[config.mk]
export PLATFORM = sky130hd
export DESIGN_NAME = heap_dma
export DESIGN_NICKNAME = d
export VERILOG_FILES = /design/src/rtl/heap_pkg.sv /design/src/rtl/heap_dma_ctr.sv /design/src/rtl/heap_dma.sv
export SDC_FILE = /design/constraint.sdc
export NUM_CORES = 1
export LEC_CHECK = 0
export BUFFER_PORTS_ARGS = -buffer_cell sky130_fd_sc_hd__buf_2
export CORE_UTILIZATION = 42
export DETAILED_ROUTE_END_ITERATION = 6
export GPL_ROUTABILITY_DRIVEN = 1
export PLACE_DENSITY_LB_ADDON = 0.3
export SYNTH_ARGS = -nofsm -noshare
export SYNTH_HDL_FRONTEND = slang
export SYNTH_HIERARCHICAL = 1
export SYNTH_SLANG_ARGS = --single-unit
export TNS_END_PERCENT = 50
[constraint.sdc]
create_clock -name clk_i -period 4.65 [get_ports clk_i]
set_clock_uncertainty 0.05 [all_clocks]
set_input_delay 0.465 -clock clk_i [delete_from_list [all_inputs] [get_ports clk_i]]
set_output_delay 0.465 -clock clk_i [all_outputs]
set_load 0.005 [all_outputs]
[src/rtl/heap_pkg.sv]
// ---------------------------------------------------------------------------
// heap_pkg
// Shared constants and enums for the Heap access engine (heap_dma).
//   HEAP_AW / HEAP_DW : default Heap address / data widths (32 x 8 Heap)
//   op_e              : command opcodes as they appear on cmd_op_i
//   state_e           : engine FSM states
// ---------------------------------------------------------------------------
package heap_pkg;

  localparam int HEAP_AW = 5;
  localparam int HEAP_DW = 8;

  typedef enum logic [1:0] {
    OP_NOP  = 2'b00,
    OP_FILL = 2'b01,
    OP_COPY = 2'b10,
    OP_SUM  = 2'b11
  } op_e;

  typedef enum logic [2:0] {
    ST_IDLE,
    ST_FILL,
    ST_CP_RD,
    ST_CP_WR,
    ST_SUM
  } state_e;

endpackage

[src/rtl/heap_dma_ctr.sv]
// ---------------------------------------------------------------------------
// heap_dma_ctr
// Offset / remaining-length counter for one heap_dma operation.
//   clk_i, rst_ni : clock, asynchronous active-low reset
//   load_i        : start of operation, offset <= 0, remaining <= len_i
//   step_i        : one byte finished, offset++, remaining--
//   len_i         : byte count 0..2**AW
//   offset_o      : current byte offset i (wraps mod 2**AW)
//   last_o        : the byte currently being processed is the final one
// ---------------------------------------------------------------------------
module heap_dma_ctr
  import heap_pkg::*;
#(
  parameter int AW = HEAP_AW
) (
  input  logic          clk_i,
  input  logic          rst_ni,
  input  logic          load_i,
  input  logic          step_i,
  input  logic [AW:0]   len_i,
  output logic [AW-1:0] offset_o,
  output logic          last_o
);

  logic [AW-1:0] offset_q;
  logic [AW:0]   remain_q;

  // Remaining count is one bit wider than the offset so a full-Heap
  // length (2**AW) is representable; it never steps below zero.
  always_ff @(posedge clk_i or negedge rst_ni) begin
    if (!rst_ni) begin
      offset_q <= '0;
      remain_q <= '0;
    end else if (load_i) begin
      offset_q <= '0;
      remain_q <= len_i;
    end else if (step_i && (remain_q != '0)) begin
      offset_q <= offset_q + AW'(1);
      remain_q <= remain_q - (AW+1)'(1);
    end
  end

  assign offset_o = offset_q;
  assign last_o   = (remain_q == (AW+1)'(1));

endmodule

[src/rtl/heap_dma.sv]
// ---------------------------------------------------------------------------
// heap_dma
// Command-driven FILL / COPY / SUM engine driving the Heap port, one access
// per cycle. Owns the Heap port while busy.
// Optional feature macro: HEAP_DMA_SUM_EN (SUM op; when undefined, op 11 is
// treated as NOP and result_o stays 0).
// Ports:
//   clk_i, rst_ni         : clock, asynchronous active-low reset
//   cmd_valid_i/ready_o   : command handshake (ready only while idle)
//   cmd_op_i              : 00 NOP, 01 FILL, 10 COPY, 11 SUM
//   cmd_src_i, cmd_dst_i  : source / destination start addresses
//   cmd_len_i             : byte count 0..2**AW
//   cmd_data_i            : fill value
//   busy_o, done_o        : operation in progress / one-cycle completion pulse
//   result_o              : SUM result, valid with done_o
//   h_wr_o, h_addr_o, h_wdata_o, h_rdata_i : Heap port (rdata combinational)
// ---------------------------------------------------------------------------
module heap_dma
  import heap_pkg::*;
#(
  parameter int AW = HEAP_AW,
  parameter int DW = HEAP_DW
) (
  input  logic          clk_i,
  input  logic          rst_ni,
  input  logic          cmd_valid_i,
  output logic          cmd_ready_o,
  input  logic [1:0]    cmd_op_i,
  input  logic [AW-1:0] cmd_src_i,
  input  logic [AW-1:0] cmd_dst_i,
  input  logic [AW:0]   cmd_len_i,
  input  logic [DW-1:0] cmd_data_i,
  output logic          busy_o,
  output logic          done_o,
  output logic [DW-1:0] result_o,
  output logic          h_wr_o,
  output logic [AW-1:0] h_addr_o,
  output logic [DW-1:0] h_wdata_o,
  input  logic [DW-1:0] h_rdata_i
);

  state_e        state_q;
  logic [AW-1:0] src_q, dst_q;
  logic [AW-1:0] h_addr_q;
  logic [DW-1:0] h_wdata_q, result_q;
  logic          h_wr_q, done_q;

  logic [AW-1:0] offset, offset_d;
  logic          last, accept, step;

  assign accept   = cmd_valid_i && (state_q == ST_IDLE);
  assign step     = (state_q == ST_FILL) || (state_q == ST_CP_WR) || (state_q == ST_SUM);
  assign offset_d = offset + AW'(1);

  heap_dma_ctr #(.AW(AW)) u_ctr (
    .clk_i    (clk_i),
    .rst_ni   (rst_ni),
    .load_i   (accept),
    .step_i   (step),
    .len_i    (cmd_len_i),
    .offset_o (offset),
    .last_o   (last)
  );

  // Main FSM. All Heap-port outputs are registered, so every state
  // pre-computes the address/strobe for the following cycle.
  always_ff @(posedge clk_i or negedge rst_ni) begin
    if (!rst_ni) begin
      state_q   <= ST_IDLE;
      src_q     <= '0;
      dst_q     <= '0;
      h_wr_q    <= 1'b0;
      h_addr_q  <= '0;
      h_wdata_q <= '0;
      result_q  <= '0;
      done_q    <= 1'b0;
    end else begin
      done_q <= 1'b0;
      case (state_q)
        ST_IDLE: begin
          if (accept) begin
            src_q    <= cmd_src_i;
            dst_q    <= cmd_dst_i;
            result_q <= '0;
            if (cmd_len_i == '0) begin
              done_q <= 1'b1;
            end else begin
              case (op_e'(cmd_op_i))
                OP_FILL: begin
                  state_q   <= ST_FILL;
                  h_wr_q    <= 1'b1;
                  h_addr_q  <= cmd_dst_i;
                  h_wdata_q <= cmd_data_i;
                end
                OP_COPY: begin
                  state_q  <= ST_CP_RD;
                  h_addr_q <= cmd_src_i;
                end
`ifdef HEAP_DMA_SUM_EN
                OP_SUM: begin
                  state_q  <= ST_SUM;
                  h_addr_q <= cmd_src_i;
                end
`endif
                default: done_q <= 1'b1;
              endcase
            end
          end
        end
        ST_FILL: begin
          if (last) begin
            state_q <= ST_IDLE;
            h_wr_q  <= 1'b0;
            done_q  <= 1'b1;
          end else begin
            h_addr_q <= dst_q + offset_d;
          end
        end
        ST_CP_RD: begin
          // The counter only steps after the write, so offset still names this byte.
          state_q   <= ST_CP_WR;
          h_wr_q    <= 1'b1;
          h_wdata_q <= h_rdata_i;
          h_addr_q  <= dst_q + offset;
        end
        ST_CP_WR: begin
          h_wr_q <= 1'b0;
          if (last) begin
            state_q <= ST_IDLE;
            done_q  <= 1'b1;
          end else begin
            state_q  <= ST_CP_RD;
            h_addr_q <= src_q + offset_d;
          end
        end
`ifdef HEAP_DMA_SUM_EN
        ST_SUM: begin
          result_q <= result_q + h_rdata_i;
          if (last) begin
            state_q <= ST_IDLE;
            done_q  <= 1'b1;
          end else begin
            h_addr_q <= src_q + offset_d;
          end
        end
`endif
        default: begin
          state_q <= ST_IDLE;
          h_wr_q  <= 1'b0;
        end
      endcase
    end
  end

  assign cmd_ready_o = (state_q == ST_IDLE);
  assign busy_o      = (state_q != ST_IDLE);
  assign done_o      = done_q;
  assign result_o    = result_q;
  assign h_wr_o      = h_wr_q;
  assign h_addr_o    = h_addr_q;
  assign h_wdata_o   = h_wdata_q;

endmodule

# Word level (Yosys, flattened, before mapping)
# Index checks and enable logic that the tools add are counted.
totals:
  word_cells: 76
  register_bits: 39
classes:
  add_sub_neg: 5
  n_mux: 30
  n_reduce_logical: 18
  n_eq_ne: 14
op_table:
  columns: ["operator", "n"]
  rows:
  - ["5-bit 2-to-1 mux", 6]
  - ["8-bit 2-to-1 mux", 3]
  - ["5-bit case mux with 4 select lines", 1]
  - ["8-bit case mux with 2 select lines", 1]
  - ["5-bit adder", 3]
  - ["6-bit 2-to-1 mux", 2]
  - ["3-bit case mux with 4 select lines", 1]
  - ["4-bit AND reduction", 3]
  - ["5-bit case mux with 2 select lines", 1]
  - ["3-bit 2-to-1 mux", 3]
  - ["1-bit 2-to-1 mux", 8]
  - ["2-bit != test, second input constant", 4]
  - ["3-bit by 2-bit == test with 1-bit output, second input constant", 2]
  - ["6-bit by 1-bit == test with 1-bit output, second input constant", 1]
  - ["6-bit logical NOT", 1]
  - ["3-bit case mux with 2 select lines", 1]
  - ["6-bit AND reduction", 1]
  - ["6-bit nonzero test", 1]
  - ["6-bit by 1-bit subtractor with 6-bit output, second input constant", 1]
  - ["5-bit by 1-bit adder with 5-bit output, second input constant", 1]
  - ["2-bit by 1-bit != test with 1-bit output, second input constant", 2]
  - ["2-bit nonzero test", 2]
  - ["4-bit nonzero test", 1]
  - ["2-bit OR reduction", 2]
  - ["13 further kinds", 15]

# Longest topological paths before layout
# Gate-level depths: netlist (run 1).
logic_depth:
  depth_word: 6
  depth_mapped: 11
  ltp_nobuf: 10

# Hierarchy
# The synthesis (run 1) kept the hierarchy.
modules_own_cells:
  columns: ["mod", "area_per_inst_um2", "cells_per_inst", "seq_area_each_um2", "n_inst"]
  rows:
  - ["heap_dma", 1851.8, 190, 675.6, 1]
  - ["heap_dma_ctr", 718.2, 76, 275.3, 1]

# Worst setup path after synthesis (run 1)
# OpenSTA, ideal clock, no wires.
synth_timing:
  path_kind: "reg-to-reg"
  from: "reg state_q[1]"
  to: "reg h_addr_q[4] (netlist: h_addr_o[4])"
  path_buffers: 1
  stages_incl_launch_ff: 12
  arrival_time_ns: 2.418
  period_less_slack_ns: 2.569
  slack_ns: 2.081
  setup_time_ns: 0.101
  cell_sequence: "dfrtp_1 -> buf_6 -> nand2_1 -> mux2_2 -> ha_1 -> inv_1 -> fa_1 -> nand2b_1 -> a21oi_1 -> xor2_1 -> mux2_2 -> o32ai_1"
synth_between:
  elab_chain_len: 4
  elab_cells_between_ends: 13
synth_rtl:
  columns: ["element", "line_no", "rtl"]
  rows:
  - ["start, declared", "heap_dma.sv:42", "state_e state_q;"]
  - ["start signal, assigned", "heap_dma.sv:69", "state_q <= ST_IDLE;"]
  - ["start signal, assigned", "heap_dma.sv:90", "state_q <= ST_FILL;"]
  - ["start signal, assigned", "heap_dma.sv:96", "state_q <= ST_CP_RD;"]
  - ["3-bit logical NOT", "heap_dma.sv:51, heap_dma.sv:79", null]
  - ["1-bit logical AND", "heap_dma.sv:51", "assign accept = cmd_valid_i && (state_q == ST_IDLE);"]
  - ["2-bit by 1-bit != test with 1-bit output (no source line)", null, null]
  - ["6-bit AND reduction (no source line)", null, null]
  - ["end signal, assigned", "heap_dma.sv:92", "h_addr_q <= cmd_dst_i;"]
  - ["end signal, assigned", "heap_dma.sv:97", "h_addr_q <= cmd_src_i;"]
  - ["end signal, assigned", "heap_dma.sv:116", "h_addr_q <= dst_q + offset_d;"]
  - ["end, declared", "heap_dma.sv:44", "logic [AW-1:0] h_addr_q;"]
# Parallel ways exist; a longest one is shown, timed or not.
# A chain may end at the register's enable or synchronous reset.

# Final worst setup path (run 1)
layout_timing:
  from: "reg state_q[0]"
  to: "reg h_addr_q[4] (netlist: h_addr_o[4])"
# Same word-level chain as after synthesis.

==> summary.txt, run 1 <==
Place
  – Place WS: 1.440 ns
  – Dpl hpwl: 4.045 mm
  – GP Congestion: 0.8574
  – Port bufs: 53

Timing
  – # setup viols final: 0
  – Post-route clock period utilization: 69.79%
  – Min Tclk post-route: 3.245 ns
  – WHS: 0.2392 ns
  – Final hold vios: 0
  – Max Freq: 308.1 MHz
  – Setup tns final: 0 ns
  – Max-slew violations: 0
  – RSZ-0062 raised after global routing: false
  – Slew HR: 40.95%
  – Setup WS post-layout: 1.405 ns
  – Actual slew at the worst max-slew pin: 0.8858 ns

Drt
  – Via count: 2083
  – Routed Antenna Nets: 0
  – Routed WL per cell: 13.97 um
  – DRT Pass-1 Iters: 4
  – Vias per std cell: 5.314
  – DR iter-0 viols: 128
  – Wirelength, routed: 5.476 mm
  – DRC viols: 0

Logic synthesis
  – Seq cells post-synth: 38
  – Post-synth EDFFs: 0
  – Most used DFF post-synth: dfrtp_1
  – Synth Warn #: 6
  – Ys async rst share: 100.0%
  – Most numerous cell in the Yosys netlist: dfrtp_1
  – Area leader, netlist: dfrtp_1
  – Gate count of the mapped netlist: 266
  – Syn Std Cell Area: 2570 sq um
  – Avg Cell Area, Syn: 9.662 sq um
  – Top-area cell type share of the netlist area: 37.00%
  – Top post-synthesis cells by area: dfrtp_1 (37%), mux2_2 (7.9%), ha_1 (7.3%)
  – Distinct cells, synth: 52
  – Top cells by count, synth: dfrtp_1 (38), a21oi_1 (21), nor2_1 (21), nand2_1 (19), mux2_2 (18)
  – Seq/Total Area, Yosys: 37.00%

Die
  – Total Die Area: 6436 sq um
  – Initial Util: 43.41%
  – Die H: 80.23 um
  – Die width: 80.23 um
  – FP Rows: 28
  – Core Region: 5921 sq um
  – Num ports: 62

Status
  – Status: finished clean

Clock network
  – TritonCTS clock tree: built
  – # clock sinks: 38
  – Clk_lat worst skew: 0.30 ns
  – Clock root cell: clkbuf_8
  – Hold buffers post-CTS: 0
  – Post-CTS setup buffer count: 0
  – CTS clk-pin slew, worst paths: 0.08 ns
  – Post-CTS sizing: 0
  – Num CTS Buffers: 5
  – CTS max path bufs: 2
  – H-Tree Depth: 2

Worst setup path
  – Startpoint Class: flip-flop
  – Largest delay contributor family on the critical path: flip-flops
  – Slowest-stage cell, CP: dfrtp_1
  – CP peak stage delay: 0.77 ns
  – Critical path buffers and inverters: 1
  – CP endpoint kind: flip-flop
  – Worst EP arrival: 3.39 ns
  – Crit Path Class: reg2reg
  – Critical Path Fanout Max: 21
  – WP data required: 4.79 ns
  – Worst path most repeated cell: mux2_2
  – Crit-path cells: nand2_1, mux2_2, ha_1, inv_1, fa_1, nand2b_1, a21oi_1, xor2_1, mux2_2, o32ai_1

Layout
  – Synth-to-Final Area Change: 16.11%
  – Final core utilization: 50.40%
  – Fillers: 579
  – Layout cell share with drive strength beyond 1: 28.08%
  – Final net count: 370
  – Antenna Cells: 0

Global route
  – Initial antenna violation count: 0
  – First-pass GRT wire length: 9.446 mm
  – Gr usage total: 19.17%
  – Number of global-route vias before repair: 2006
  – Grt ovf: 0
  – Largest net degree at the start of global routing: 39

Power
  – Sw frac: 39.49%
  – Power share of the combinational group: 52.9%
  – P per Cell Area: 728.3 nW/um^2
  – VDD IR max: 0.2368 mV
  – Cell-internal power: 1315 uW
  – Flop pwr share: 30.9%
  – Clock power share: 16.2%
  – NetSw: 858.1 uW
  – Leak: 0.001411 uW
  – Total chip power: 2173 uW

Job
  – Max cap viols: 0

Worst hold path
  – Worst min path class: in2async
## cells by family after synthesis
logic type               share of synthesized area, %
AO/OA/AOI/OAI                                   16.31
XOR/XNOR                                        2.386
adder cells (fa/ha/maj)                         8.861
buffers and inverters                           7.497
flip-flops                                      37.00
multiplexers                                    13.73
other                                          0.1459
AND/OR/NAND/NOR                                 14.07
## worst reg2reg max path, delay by kind of cell, from the launching register on
family / cells / cell delay (ns)
xor gates and xnor gates: 1 / 0.21
buffers and inverters: 1 / 0.05
and+or+nand+nor: 2 / 0.49
muxes: 2 / 0.66
DFF: 1 / 0.77
adders and majority gates: 2 / 0.53
AOI/OAI and AO/OA: 2 / 0.37
## placed cells by master (no fill, tap or decap), drive strengths merged, types with 4 or more instances in the layout
master	synthesis	final
buf	15	55
conb	1	8
inv	16	16
ha	15	15
nand2	19	19
nand2b	5	5
nor2b	6	6
mux2	18	18
nor2	22	22
a211oi	4	4
xnor2	5	5
clkbuf	4	6
a21oi	22	22
mux2i	15	15
dfrtp	38	38
o21ai	9	9
nand3	5	5
## layer usage
layer,vias up,track usage (%),share of wire [%]
li1,1026,-,-
met1,1008,25.75,47
met2,45,31.54,48
met3,4,3.864,4.0
met4,0,4.643,0.75
met5,-,0,0
## area by class of cell
type,count,area [sq um],share of cell area [%]
Timing Repair Buffer,55,280.3,9.392
Clock inverter,2,60.06,2.013
Multi-Input combinational cell,199,1453,48.68
Clock buffer,6,82.58,2.767
Sequential cell,38,950.9,31.87
Tap cell,75,93.84,3.145
Inverter,17,63.81,2.138
## worst paths after layout
kind / slack, ns / end / cells after the start / startpoint
max: 1.40 / h_addr_o[4] / 10 / state_q[0]
min in group clk_i: 0.34 / dst_q[1] / 3 / cmd_dst_i[1]
min: 0.24 / u_ctr/offset_o[1] / 1 / rst_ni
max in group asynchronous: 3.75 / done_o / 1 / rst_ni
max reg2reg: 1.40 / h_addr_o[4] / 10 / state_q[0]
min reg2reg: 0.42 / h_addr_o[2] / 2 / h_addr_o[2]
## power groups by stage
stage,registers (uW),clock network [uW],logic (uW)
final,671,352,1150
after global routing,700,376,1320
after CTS,669,360,1160
after detailed placement,673,0,1140
after global placement,671,0,1110
after floorplan,619,0,937
## state kept, by name, indices dropped and copies added, names as in the netlist
name	cells
u_ctr/offset_o	5
state_q	2
h_addr_o	5
src_q	5
done_o	1
h_wr_o	1
h_wdata_o	8
dst_q	5
u_ctr/remain_q	6
## per-stage QoR
stage	instances	area (sq um)
floorplan	273	2596
global placement	384	2841
detailed placement	384	2841
CTS	392	2984
global route	392	2984
finish	392	2984
(Power assumes the default switching activity.)
==> inputs of run 2 (changes only) <==
==> constraint.sdc (replaced) <==
create_clock -name clk_i -period 2.7 [get_ports clk_i]
set_clock_uncertainty 0.05 [all_clocks]
set_input_delay 0.27 -clock clk_i [delete_from_list [all_inputs] [get_ports clk_i]]
set_output_delay 0.27 -clock clk_i [all_outputs]
set_load 0.005 [all_outputs]
==> run 2 against run 1 <==
Against the previous run:
- sequential share of layout area is 0.15 points lower
- largest power group unchanged
- largest cell class unchanged
- combinational power is 88% higher
- clock power is 18% higher
- critical path depth unchanged
- highest routed layer unchanged
==> summary.txt, run 2 (same netlist as run 1, synthesis figures left out) <==
Drt
  – Wirelength, routed: 5.636 mm
  – DRT Pass-1 Iters: 5
  – Routed WL per cell: 14.20 um
  – DR iter-0 viols: 76
  – DRC viols: 0
  – Routed Antenna Nets: 0
  – Vias per std cell: 5.151
  – Via count: 2045

Layout
  – Most frequent cells in the layout: buf_2 (53), dfrtp_1 (38), nor2_1 (21)
  – Synth-to-Final Area Change: 16.65%
  – Most common cell after layout, fill and taps aside: buf_2
  – Layout cell share with drive strength beyond 1: 29.81%
  – Final net count: 375
  – Max reg flops: 8
  – Antenna Cells: 0
  – Final std cells w/o fill: 397

Global route
  – Grt ovf: 0
  – Initial antenna violation count: 0
  – Largest net degree at the start of global routing: 39
  – Number of global-route vias before repair: 1925
  – First-pass GRT wire length: 9.390 mm
  – Gr usage total: 18.98%

Timing
  – RSZ-0062 raised after global routing: false
  – Min Tclk post-route: 2.574 ns
  – Max Freq: 388.6 MHz
  – Final hold vios: 0
  – # setup viols final: 0
  – Max-slew violations: 0
  – Setup WS post-layout: 0.1265 ns
  – Setup tns final: 0 ns
  – Actual slew at the worst max-slew pin: 0.8680 ns
  – Slew HR: 42.13%
  – Post-route clock period utilization: 95.32%

Power
  – Clock power share: 11.3%
  – Flop pwr share: 30.1%
  – Cell-internal power: 2140 uW
  – Leak: 0.001421 uW
  – P per Cell Area: 1228 nW/um^2
  – NetSw: 1541 uW
  – Power share of the combinational group: 58.6%
  – VDD IR max: 0.4036 mV
  – Sw frac: 41.86%

Die
  – Initial Util: 43.41%
  – FP Rows: 28
  – Die H: 80.23 um
  – Core Region: 5921 sq um
  – Total Die Area: 6436 sq um
  – Die width: 80.23 um
  – Num ports: 62

Worst setup path
  – CP endpoint kind: flip-flop
  – Critical Path Fanout Max: 3
  – WP data required: 2.85 ns
  – Startpoint Class: flip-flop
  – Worst EP arrival: 2.72 ns
  – Crit Path Class: reg2reg

Clock network
  – Clk_lat worst skew: 0.29 ns
  – Post-CTS setup buffer count: 0
  – CTS max path bufs: 2
  – CTS clk-pin slew, worst paths: 0.08 ns
  – Post-CTS sizing: 0
  – H-Tree Depth: 2
  – # clock sinks: 38
  – Num CTS Buffers: 5
  – TritonCTS clock tree: built
  – Hold buffers post-CTS: 0
  – Clock root cell: clkbuf_8

Place
  – Port bufs: 53
  – GP Congestion: 0.8752
  – Dpl hpwl: 4.237 mm
  – DP Cell Count: 389
  – Place WS: 0.1209 ns

Status
  – Status: finished clean

Worst hold path
  – Worst min path class: in2async

Job
  – Max cap viols: 0
-- run 2: changes by cell type in the layout (fill, tap and decap cells not counted), sizes merged --
| cell | change |
|---|---|
| buf | +5 |
| bufinv | -2 |
| clkinv | +1 |
| clkinvlp | +1 |
-- run 2: power groups by stage --
stage | Combinational, uW | Clock [uW] | Sequential [uW]
after global routing | 2440 | 458 | 1150
after floorplan | 1610 | 0 | 1070
after detailed placement | 2080 | 0 | 1110
after CTS | 2100 | 427 | 1110
after global placement | 2020 | 0 | 1110
final | 2160 | 416 | 1110
-- run 2: final cells by class --
type / instances / area [sq um]
Clock buffer: 6 / 82.58
Inverter: 17 / 63.81
Fill cell: 554 / 2923
Clock inverter: 2 / 12.51
Timing Repair Buffer: 60 / 330.3
Tap cell: 75 / 93.84
Sequential cell: 38 / 950.9
Multi-Input combinational cell: 199 / 1464
-- run 2: worst max-delay path, stage by stage, from the launching register on --
cell	delay [ns]
dfrtp_1	0.36
nand2_1	0.12
mux2_2	0.26
ha_1	0.16
inv_1	0.06
fa_1	0.40
nand2b_4	0.17
a21oi_2	0.13
xor2_1	0.21
mux2_2	0.36
o32ai_1	0.20
-- run 2: final timing paths --
check                              from           endpoint  cells past startpoint  slack [ns]
max                          state_q[0]        h_addr_o[4]                     10        0.13
min                              rst_ni           src_q[0]                      1        0.04
max reg2reg                  state_q[0]        h_addr_o[4]                     10        0.13
min reg2reg                 h_addr_o[1]        h_addr_o[1]                      2        0.43
max in group asynchronous        rst_ni  u_ctr/remain_q[1]                      1        2.01
min in group clk_i         cmd_dst_i[1]           dst_q[1]                      3        0.16
-- run 2: stage by stage --
stage / utilization [%] / power, uW / hold WS [ns] / area (sq um)
2_1_floorplan: - / 2679 / -0.07559 / 2596
3_3_place_gp: 48.84 / 3131 / 0.3887 / 2892
3_5_place_dp: 48.84 / 3192 / 0.3971 / 2892
4_1_cts: 50.44 / 3636 / 0.08625 / 2987
5_1_grt: 50.63 / 4045 / 0.1167 / 2998
6_report: 50.63 / 3681 / 0.04250 / 2998
-- run 2: layer usage --
| metal | share of wire, % | vias to the layer above | track usage (%) | wire length [um] |
|---|---|---|---|---|
| li1 | - | 1034 | - | - |
| met1 | 48 | 960 | 26.53 | 2719 |
| met2 | 47 | 46 | 30.43 | 2660 |
| met3 | 3.7 | 5 | 3.523 | 209 |
| met4 | 0.82 | 0 | 4.107 | 46 |
| met5 | 0 | - | 0 | 0 |
